### config.mk
export PLATFORM = sky130hd
export DESIGN_NAME = perf_counter_bank_flat
export DESIGN_NICKNAME = d
export VERILOG_FILES = /design/src/rtl/perf_counter_bank_if.sv /design/src/rtl/perf_counter_bank.sv /design/src/flat_wrapper.sv
export SDC_FILE = /design/constraint.sdc
export NUM_CORES = 1
export LEC_CHECK = 0
export CORE_MARGIN = 4
export CORE_UTILIZATION = 30
export CTS_BUF_LIST = sky130_fd_sc_hd__clkbuf_2
export CTS_CLUSTER_SIZE = 12
export DETAILED_ROUTE_END_ITERATION = 16
export GPL_TIMING_DRIVEN = 1
export HOLD_SLACK_MARGIN = 0.15
export PLACE_DENSITY_LB_ADDON = 0.12
export SETUP_SLACK_MARGIN = 0.2
export SKIP_LAST_GASP = 1
export SYNTH_ARGS = -nofsm -noshare
export SYNTH_HDL_FRONTEND = slang
export SYNTH_SLANG_ARGS = --single-unit
### constraint.sdc
create_clock -name clk -period 2.75 [get_ports clk]
set_input_delay 0.55 -clock clk [delete_from_list [all_inputs] [get_ports clk]]
set_output_delay 0.55 -clock clk [all_outputs]
set_load 0.01 [all_outputs]
### src/rtl/perf_counter_bank_if.sv
// Bundle of event, trigger, config and readout signals for perf_counter_bank.
interface perf_counter_bank_if #(
    parameter int PERF_REG_NUM = 4,
    parameter int CNT_WIDTH    = 32,
    parameter int EVT_NUM      = 8
);
    localparam int EVT_SEL_W = (EVT_NUM > 1) ? $clog2(EVT_NUM) : 1;
    localparam int IDX_W     = (PERF_REG_NUM > 1) ? $clog2(PERF_REG_NUM) : 1;

    logic [EVT_NUM-1:0]                        events;
    logic                                      clear_trigger;
    logic                                      toggle_trigger;
    logic                                      snap_trigger;
    logic                                      cfg_we;
    logic [IDX_W-1:0]                          cfg_idx;
    logic [EVT_SEL_W-1:0]                      cfg_evt_sel;
    logic                                      cfg_sat;
    logic [PERF_REG_NUM-1:0][CNT_WIDTH-1:0]    counter_r;
    logic [PERF_REG_NUM-1:0][CNT_WIDTH-1:0]    snapshot_r;
    logic [PERF_REG_NUM-1:0]                   overflow_r;
    logic                                      enabled_r;

    modport master (
        output events, clear_trigger, toggle_trigger, snap_trigger,
        output cfg_we, cfg_idx, cfg_evt_sel, cfg_sat,
        input  counter_r, snapshot_r, overflow_r, enabled_r
    );

    modport slave (
        input  events, clear_trigger, toggle_trigger, snap_trigger,
        input  cfg_we, cfg_idx, cfg_evt_sel, cfg_sat,
        output counter_r, snapshot_r, overflow_r, enabled_r
    );
endinterface

### src/rtl/perf_counter_bank.sv
// Bank of selectable event counters with wrap/saturate overflow, sticky
// overflow flags and an atomic snapshot / read-and-clear capture.
module perf_counter_lane #(
    parameter int CNT_WIDTH = 32,
    parameter int EVT_NUM   = 8,
    parameter int EVT_SEL_W = 3,
    parameter int LANE      = 0
) (
    input  logic                 clk,
    input  logic                 rst,
    input  logic                 en,
    input  logic                 clear,
    input  logic                 snap,
    input  logic                 cfg_wr,
    input  logic [EVT_SEL_W-1:0] cfg_evt_sel,
    input  logic                 cfg_sat,
    input  logic [EVT_NUM-1:0]   events,
    output logic [CNT_WIDTH-1:0] count,
    output logic [CNT_WIDTH-1:0] snapshot,
    output logic                 overflow
);
    localparam logic [EVT_SEL_W-1:0] SEL_RST = EVT_SEL_W'(LANE % EVT_NUM);

    logic [EVT_SEL_W-1:0] sel;
    logic                 sat;
    logic                 hit;

    // Selects past the last event input never match, so they never count.
    always_comb begin
        hit = 1'b0;
        for (int j = 0; j < EVT_NUM; j++) begin
            if (sel == EVT_SEL_W'(j)) hit = events[j];
        end
    end

    always_ff @(posedge clk) begin
        if (rst) begin
            count    <= '0;
            snapshot <= '0;
            overflow <= 1'b0;
            sel      <= SEL_RST;
            sat      <= 1'b0;
        end else begin
            if (snap) snapshot <= count;
            if (cfg_wr) begin
                sel <= cfg_evt_sel;
                sat <= cfg_sat;
            end
            if (clear) begin
                count    <= '0;
                overflow <= 1'b0;
            end else if (en && hit) begin
                if (&count) begin
                    overflow <= 1'b1;
                    if (!sat) count <= '0;
                end else begin
                    count <= count + 1'b1;
                end
            end
        end
    end
endmodule

module perf_counter_bank #(
    parameter int PERF_REG_NUM = 4,
    parameter int CNT_WIDTH    = 32,
    parameter int EVT_NUM      = 8
) (
    input logic              clk,
    input logic              rst,
    perf_counter_bank_if.slave bus
);
    localparam int EVT_SEL_W = (EVT_NUM > 1) ? $clog2(EVT_NUM) : 1;
    localparam int IDX_W     = (PERF_REG_NUM > 1) ? $clog2(PERF_REG_NUM) : 1;

    logic [PERF_REG_NUM-1:0][CNT_WIDTH-1:0] cnt;
    logic [PERF_REG_NUM-1:0][CNT_WIDTH-1:0] snp;
    logic [PERF_REG_NUM-1:0]                ovf;
    logic                                   en;

    always_ff @(posedge clk) begin
        if (rst)                     en <= 1'b0;
        else if (bus.toggle_trigger) en <= ~en;
    end

    // Out-of-range cfg_idx matches no lane, so the write is dropped.
    for (genvar i = 0; i < PERF_REG_NUM; i++) begin : g_lane
        perf_counter_lane #(
            .CNT_WIDTH (CNT_WIDTH),
            .EVT_NUM   (EVT_NUM),
            .EVT_SEL_W (EVT_SEL_W),
            .LANE      (i)
        ) u_lane (
            .clk         (clk),
            .rst         (rst),
            .en          (en),
            .clear       (bus.clear_trigger),
            .snap        (bus.snap_trigger),
            .cfg_wr      (bus.cfg_we && (bus.cfg_idx == IDX_W'(i))),
            .cfg_evt_sel (bus.cfg_evt_sel),
            .cfg_sat     (bus.cfg_sat),
            .events      (bus.events),
            .count       (cnt[i]),
            .snapshot    (snp[i]),
            .overflow    (ovf[i])
        );
    end

    assign bus.counter_r  = cnt;
    assign bus.snapshot_r = snp;
    assign bus.overflow_r = ovf;
    assign bus.enabled_r  = en;
endmodule

### src/flat_wrapper.sv
// flat-port wrapper written by rule: the top's interface ports become plain ports
module perf_counter_bank_flat 
#(
    parameter int PERF_REG_NUM = 4,
    parameter int CNT_WIDTH    = 32,
    parameter int EVT_NUM      = 8
)
  (clk, rst, bus_events, bus_clear_trigger, bus_toggle_trigger, bus_snap_trigger, bus_cfg_we, bus_cfg_idx, bus_cfg_evt_sel, bus_cfg_sat, bus_counter_r, bus_snapshot_r, bus_overflow_r, bus_enabled_r);
  perf_counter_bank_if #(.PERF_REG_NUM(PERF_REG_NUM), .CNT_WIDTH(CNT_WIDTH), .EVT_NUM(EVT_NUM)) bus_i ();
  input logic clk;
  input logic rst;
  input wire logic [$bits(bus_i.events)-1:0] bus_events;
  input wire logic [$bits(bus_i.clear_trigger)-1:0] bus_clear_trigger;
  input wire logic [$bits(bus_i.toggle_trigger)-1:0] bus_toggle_trigger;
  input wire logic [$bits(bus_i.snap_trigger)-1:0] bus_snap_trigger;
  input wire logic [$bits(bus_i.cfg_we)-1:0] bus_cfg_we;
  input wire logic [$bits(bus_i.cfg_idx)-1:0] bus_cfg_idx;
  input wire logic [$bits(bus_i.cfg_evt_sel)-1:0] bus_cfg_evt_sel;
  input wire logic [$bits(bus_i.cfg_sat)-1:0] bus_cfg_sat;
  output wire logic [$bits(bus_i.counter_r)-1:0] bus_counter_r;
  output wire logic [$bits(bus_i.snapshot_r)-1:0] bus_snapshot_r;
  output wire logic [$bits(bus_i.overflow_r)-1:0] bus_overflow_r;
  output wire logic [$bits(bus_i.enabled_r)-1:0] bus_enabled_r;
  assign bus_i.events = bus_events;
  assign bus_i.clear_trigger = bus_clear_trigger;
  assign bus_i.toggle_trigger = bus_toggle_trigger;
  assign bus_i.snap_trigger = bus_snap_trigger;
  assign bus_i.cfg_we = bus_cfg_we;
  assign bus_i.cfg_idx = bus_cfg_idx;
  assign bus_i.cfg_evt_sel = bus_cfg_evt_sel;
  assign bus_i.cfg_sat = bus_cfg_sat;
  assign bus_counter_r = bus_i.counter_r;
  assign bus_snapshot_r = bus_i.snapshot_r;
  assign bus_overflow_r = bus_i.overflow_r;
  assign bus_enabled_r = bus_i.enabled_r;
  perf_counter_bank #(.PERF_REG_NUM(PERF_REG_NUM), .CNT_WIDTH(CNT_WIDTH), .EVT_NUM(EVT_NUM)) u_core (.clk(clk), .rst(rst), .bus(bus_i));
endmodule
; ---- After elaboration in Yosys (flattened, before gate mapping)
; Cells that the tools add are included.
[totals]
output_inout_bits = 261
ff_bits = 277
input_bits = 20
wordCells = 127
[classes]
muxes = 40
bitwise = 1
reduce_logical = 26
add_sub_neg = 4
eq_ne = 35
[ops]
columns = op, count
row1 = 2-to-1 mux 32 bit, 8
row2 = AND reduction 33 bit, 4
row3 = "adder 32 x 1 -> 32 bit, second input constant", 4
row4 = AND reduction 32 bit, 4
row5 = "equality test 3 bit, second input constant", 16
row6 = 2-to-1 mux 1 bit, 32
row7 = "equality test 3 x 2 -> 1 bit, second input constant", 8
row8 = "equality test 3 x 1 -> 1 bit, second input constant", 4
row9 = zero test 3 bit, 4
row10 = logical AND 1 bit, 8
row11 = "!= test 2 bit, second input constant", 4
row12 = AND reduction 2 bit, 4
row13 = "equality test 2 bit, second input constant", 2
row14 = "equality test 2 x 1 -> 1 bit, second input constant", 1
row15 = zero test 2 bit, 1
row16 = OR reduction 2 bit, 1
row17 = NOT 1 bit, 1

; ---- Longest topological paths before layout
[logic_depth]
depth_word = 11
depth_mapped = 10
ltp_nobuf = 7

; ---- By module
; From an unflattened synthesis, not the netlist that was laid out.
[unflattened]
hier_cells = 1340
hier_area_um2 = 12371.9
[by_module_without_submodules]
columns = mod, area_each_um2, seq_area_each_um2, cells_per_inst, instances
row1 = perf_counter_lane at u_core.g_lane[1].u_lane, 3081.7, 1381.3, 334, 1
row2 = perf_counter_lane at u_core.g_lane[2].u_lane, 3075.4, 1381.3, 333, 1
row3 = perf_counter_lane at u_core.g_lane[0].u_lane, 3074.2, 1381.3, 333, 1
row4 = perf_counter_lane at u_core.g_lane[3].u_lane, 3072.9, 1381.3, 332, 1
row5 = perf_counter_bank, 67.6, 20.0, 8, 1

; ---- Worst setup path before layout
; OpenSTA, ideal clock, no wires.
[synth_path]
path_kind = reg-to-reg
start = register u_core.g_lane[3].u_lane.count[0]
end = register u_core.g_lane[3].u_lane.count[16]
setup_time_ns = 0.067
required_time_ns = 2.683
period_less_slack_ns = 2.675
arrival_ns = 2.608
path_buffers = 3
slack_ns = 0.075
stages_incl_launch_ff = 11
cell_sequence = dfxtp_1 ha_1 nand3_2 or4b_1 buf_2 or4_1 buf_2 a21oi_4 buf_6 a21oi_1 o21ai_2
[synth_between]
elab_chain_cells = 3
elab_cells_between_ends = 5
classes_between = add/sub: 1 / eq/ne: 1 / mux: 1 / reduce/logical: 2
[synth_lines]
columns = element, line
row1 = "start, declared", perf_counter_bank.sv:18  ; output logic [CNT_WIDTH-1:0] count,
row2 = "start signal, assigned", perf_counter_bank.sv:57  ; count <= count + 1'b1;
row3 = "parallel branches: the longest is 3 deep, another holds adder 32 x 1 -> 32 bit", n/a
; Several ways; the timed one is not identified.
; A chain may end at the register's enable or synchronous reset.

; ---- Worst setup path after layout
[layout_path]
start = register u_core.g_lane[3].u_lane.count[0]
end = register u_core.g_lane[3].u_lane.count[14]
; Same word-level chain as after synthesis.

==> results.sh <==
export IMPL_outcome="finished, final reports clean"
export IMPL_rows=73
export IMPL_skew_ns=0.05314
export IMPL_critPathMostFrequentCell="buf_4"
export IMPL_synth_top_cell_by_area="dfxtp_1"
export IMPL_clock_sinks=277
export IMPL_finalNetCount=1820
export IMPL_fin_setup_tns_ns=0
export IMPL_rsz0062_at_grt="no"
export IMPL_register_area_um2=5674
export IMPL_synth_nets=1389
export IMPL_cts_buffers=82
export IMPL_synthFlopType="dfxtp_1"
export IMPL_critPathMaxFanout=16
export IMPL_min_path_cells=3
export IMPL_path_cells="ha_4 -> nand3_4 -> or4b_4 -> buf_4 -> nor4_4 -> nor2_1 -> buf_4 -> a21o_2 -> a21o_1"
export IMPL_die_y_um=209.6
export IMPL_maxCapViolCount=0
export IMPL_layout_cells_non_filler=2385
export IMPL_coreArea_um2=39910
export IMPL_reg2reg_to="u_core.g_lane[3].u_lane.count[14]"
export IMPL_ant_nets=0
export IMPL_ctsRootBufferMaster="clkbuf_2"
export IMPL_layout_min_cycle_time_ns=2.452
export IMPL_grt_ovfl_total=0
export IMPL_cp_slowest_cell="or4b_4"
export IMPL_crit_arrival_ns=3.26
export IMPL_r2r_slack_ns=0.30
export IMPL_vias=11523
export IMPL_post_route_period_util=0.8917
export IMPL_slew_headroom=0.5027
export IMPL_start_util=0.3055
export IMPL_grt_first_pass_wirelength_um=63970
export IMPL_finalSetupViolCount=0
export IMPL_syn_to_final_growth_pct=41.58
export IMPL_insertion_delay_ns=0.92
export IMPL_yosysWarnings=0
export IMPL_fmax_mhz=407.8
export IMPL_dr_pass1_iters=5
export IMPL_synth_avg_cell_area_um2=8.933
export IMPL_post_dp_hpwl_um=28580
export IMPL_placed_cells=2233
export IMPL_hold_path_class="input port to flop"
export IMPL_cts_tree="built"
export IMPL_synth_top_area_frac=0.4548
export IMPL_p_sw_frac=0.2826
export IMPL_end_kind="flop"
export IMPL_final_core_util=0.4325
export IMPL_critical_path_max_stage_delay_ns=0.58
export IMPL_clk_pin_slew_ns=0.11
export IMPL_ys_ff_latch=277
export IMPL_intPower_mw=5.381
export IMPL_hold_end="u_core.g_lane[1].u_lane.sel[1]"
export IMPL_hold_start="bus_cfg_evt_sel[1]"
export IMPL_netlist_instances=1365
export IMPL_worst_pin_slew_ns=0.7459
export IMPL_synth_edff_count=0
export IMPL_hold_viol=0
export IMPL_nFillCells=4077
export IMPL_cp_num_buf_inv=2
export IMPL_wl_met3_um=2421
export IMPL_fp_dieArea_um2=43940
export IMPL_clk_path_buf_depth=3
export IMPL_drcViolationCount=0
export IMPL_wirelength_um=39910
export IMPL_p_leak_nw=7.615
export IMPL_drt_iter0_drc=480
export IMPL_grt_max_degree=147
export IMPL_pwr_share_clk=0.399
export IMPL_htreeDepth=3
export IMPL_drv_slew=0
export IMPL_crit_required_ns=3.56
export IMPL_gp_congestion=0.8184
export IMPL_ir_drop_mv=0.2436
export IMPL_dr_max_layer_used="met5"
export IMPL_avgViaCountPerCell=4.831
export IMPL_powerDensity_nw_per_um2=434.5
export IMPL_path_class="flop to flop"
export IMPL_power_switching_mw=2.120
export IMPL_combPwrFrac=0.064
export IMPL_port_buffers=280
export IMPL_ys_seq_area_frac=0.4548
export IMPL_async_flop_share=0
export IMPL_antenna_found_initial=6
export IMPL_reg2reg_depth=9
export IMPL_pin_count=281
export IMPL_multi_input_area_um2=6321
export IMPL_worstSetupStartpointType="flop"
export IMPL_pwr_share_seq=0.537
export IMPL_track_usage=0.1773
export IMPL_synth_area_leaders="dfxtp_1, mux2i_1, nor2_1"
export IMPL_worstReg2RegStart="u_core.g_lane[3].u_lane.count[0]"
export IMPL_synth_distinct_cells=65
export IMPL_dr_wl_met2_um=18110
export IMPL_crit_family="simple AND/OR/NAND/NOR gates"
export IMPL_first_global_vias=11597
export IMPL_drive_gt1_frac=0.1954
export IMPL_synth_area_um2=12190
export IMPL_drt_met1_wl_um=18540
export IMPL_drt_wirelength_per_cell_um=16.73
export IMPL_die_w_um=209.6
[worst max-delay path by stage]
stage / from / endpoint / slack [ns] / cells past startpoint
floorplan: u_core.g_lane[3].u_lane.count[0] / u_core.g_lane[3].u_lane.count[16] / 0.24 / 10
global placement: bus_events[5] / u_core.g_lane[3].u_lane.count[27] / -0.004 / 7
detailed placement: bus_events[5] / u_core.g_lane[3].u_lane.count[27] / -0.05 / 7
CTS: u_core.g_lane[0].u_lane.count[7] / bus_counter_r[7] / 0.20 / 1
global route: u_core.g_lane[0].u_lane.count[19] / bus_counter_r[19] / 0.20 / 1
finish: u_core.g_lane[3].u_lane.count[0] / u_core.g_lane[3].u_lane.count[14] / 0.30 / 9
[power groups by stage]
| stage | Sequential, mW | Combinational [mW] | Clock [mW] |
|---|---|---|---|
| after CTS | 4.03 | 0.484 | 3.19 |
| after floorplan | 4.13 | 0.274 | 0 |
| after global routing | 4.03 | 0.522 | 3.41 |
| after detailed placement | 4.14 | 0.479 | 0 |
| final | 4.03 | 0.477 | 3.00 |
| after global placement | 4.14 | 0.477 | 0 |
[registers in the layout, summed over array words and instances, names as in the netlist]
register,flops
u_core.g_lane.u_lane.snapshot,128
u_core.bus.enabled_r,1
u_core.g_lane.u_lane.count,128
u_core.g_lane.u_lane.overflow,4
u_core.g_lane.u_lane.sat,4
u_core.g_lane.u_lane.sel,12
[logic make-up after synthesis]
group | count (synthesis) | share of synthesized area
XOR/XNOR | 57 | 0.04094
adder cells (fa/ha/maj) | 4 | 0.004104
multiplexers | 168 | 0.1384
AND/OR/NAND/NOR | 613 | 0.2501
buffers and inverters | 92 | 0.03119
AO/OA/AOI/OAI | 154 | 0.08055
flip-flops | 277 | 0.4548
[cells in the mapped netlist (9+ instances only)]
| cell | count |
|---|---|
| mux2i_1 | 163 |
| buf_1 | 12 |
| and4_1 | 21 |
| nor4_1 | 26 |
| or2_2 | 9 |
| and2_1 | 17 |
| nand3_1 | 74 |
| nor2_1 | 246 |
| o21ai_0 | 37 |
| and3_1 | 26 |
| dfxtp_1 | 277 |
| a22oi_1 | 9 |
| or3_1 | 25 |
| nand2_1 | 72 |
| xor2_1 | 28 |
| inv_1 | 22 |
| nor3_1 | 24 |
| clkbuf_1 | 48 |
| xnor2_1 | 29 |
| a21oi_1 | 55 |
| nand4_1 | 37 |
[what timing repair did]
item	CTS	global route
setup buffers	0	0
hold buffers	4	0
resized for setup	190	28
hold endpoints to repair	124	0
endpoints found under the setup margin	139	40
pin swaps	0	2
[per-stage QoR]
stage / total power [mW] / worst slack [ns] / hold slack, ns / instance area (um2)
5_1_grt: 7.966 / 0.1999 / 0.2021 / 17260
3_3_place_gp: 4.615 / -0.003946 / 0.4353 / 16450
4_1_cts: 7.702 / 0.2009 / 0.1554 / 17180
3_5_place_dp: 4.617 / -0.05095 / 0.4416 / 16450
6_report: 7.502 / 0.2978 / 0.3321 / 17260
2_1_floorplan: 4.401 / 0.2387 / 0.4259 / 12230
[area by class of cell]
class | count | area share
Clock buffer | 121 | 0.03508
Clock inverter | 25 | 0.005798
Antenna cell | 2 | 0.0002899
Inverter | 22 | 0.004783
Multi-Input combinational cell | 996 | 0.3661
Tap cell | 525 | 0.03805
Timing Repair Buffer | 417 | 0.2212
Sequential cell | 277 | 0.3287
[worst min-delay path: stages]
cell	delay [ns]
clkdlybuf4s50_1	0.45
mux2i_1	0.14
nor2_1	0.05
[metal layers]
metal | vias to the layer above | track usage
met5 | - | 0
met4 | 10 | 0.05446
met3 | 67 | 0.05710
met2 | 267 | 0.2796
met1 | 5414 | 0.2324
li1 | 5765 | -
[placed cells by master, fill, tap and decap left out, types with 21 or more instances in the layout]
master,n
and3_1,26
or3_1,25
and4_1,21
nor2_1,244
xor2_1,28
xnor2_1,29
inv_1,22
clkbuf_2,121
o21ai_0,37
a21oi_1,55
nand2_1,71
dfxtp_2,49
buf_4,128
nand4_1,37
nor4_1,25
mux2i_1,163
dlygate4sd2_1,110
nor3_1,23
nand3_1,74
dfxtp_1,210
clkdlybuf4s50_1,148
(Power assumes the default switching activity.)
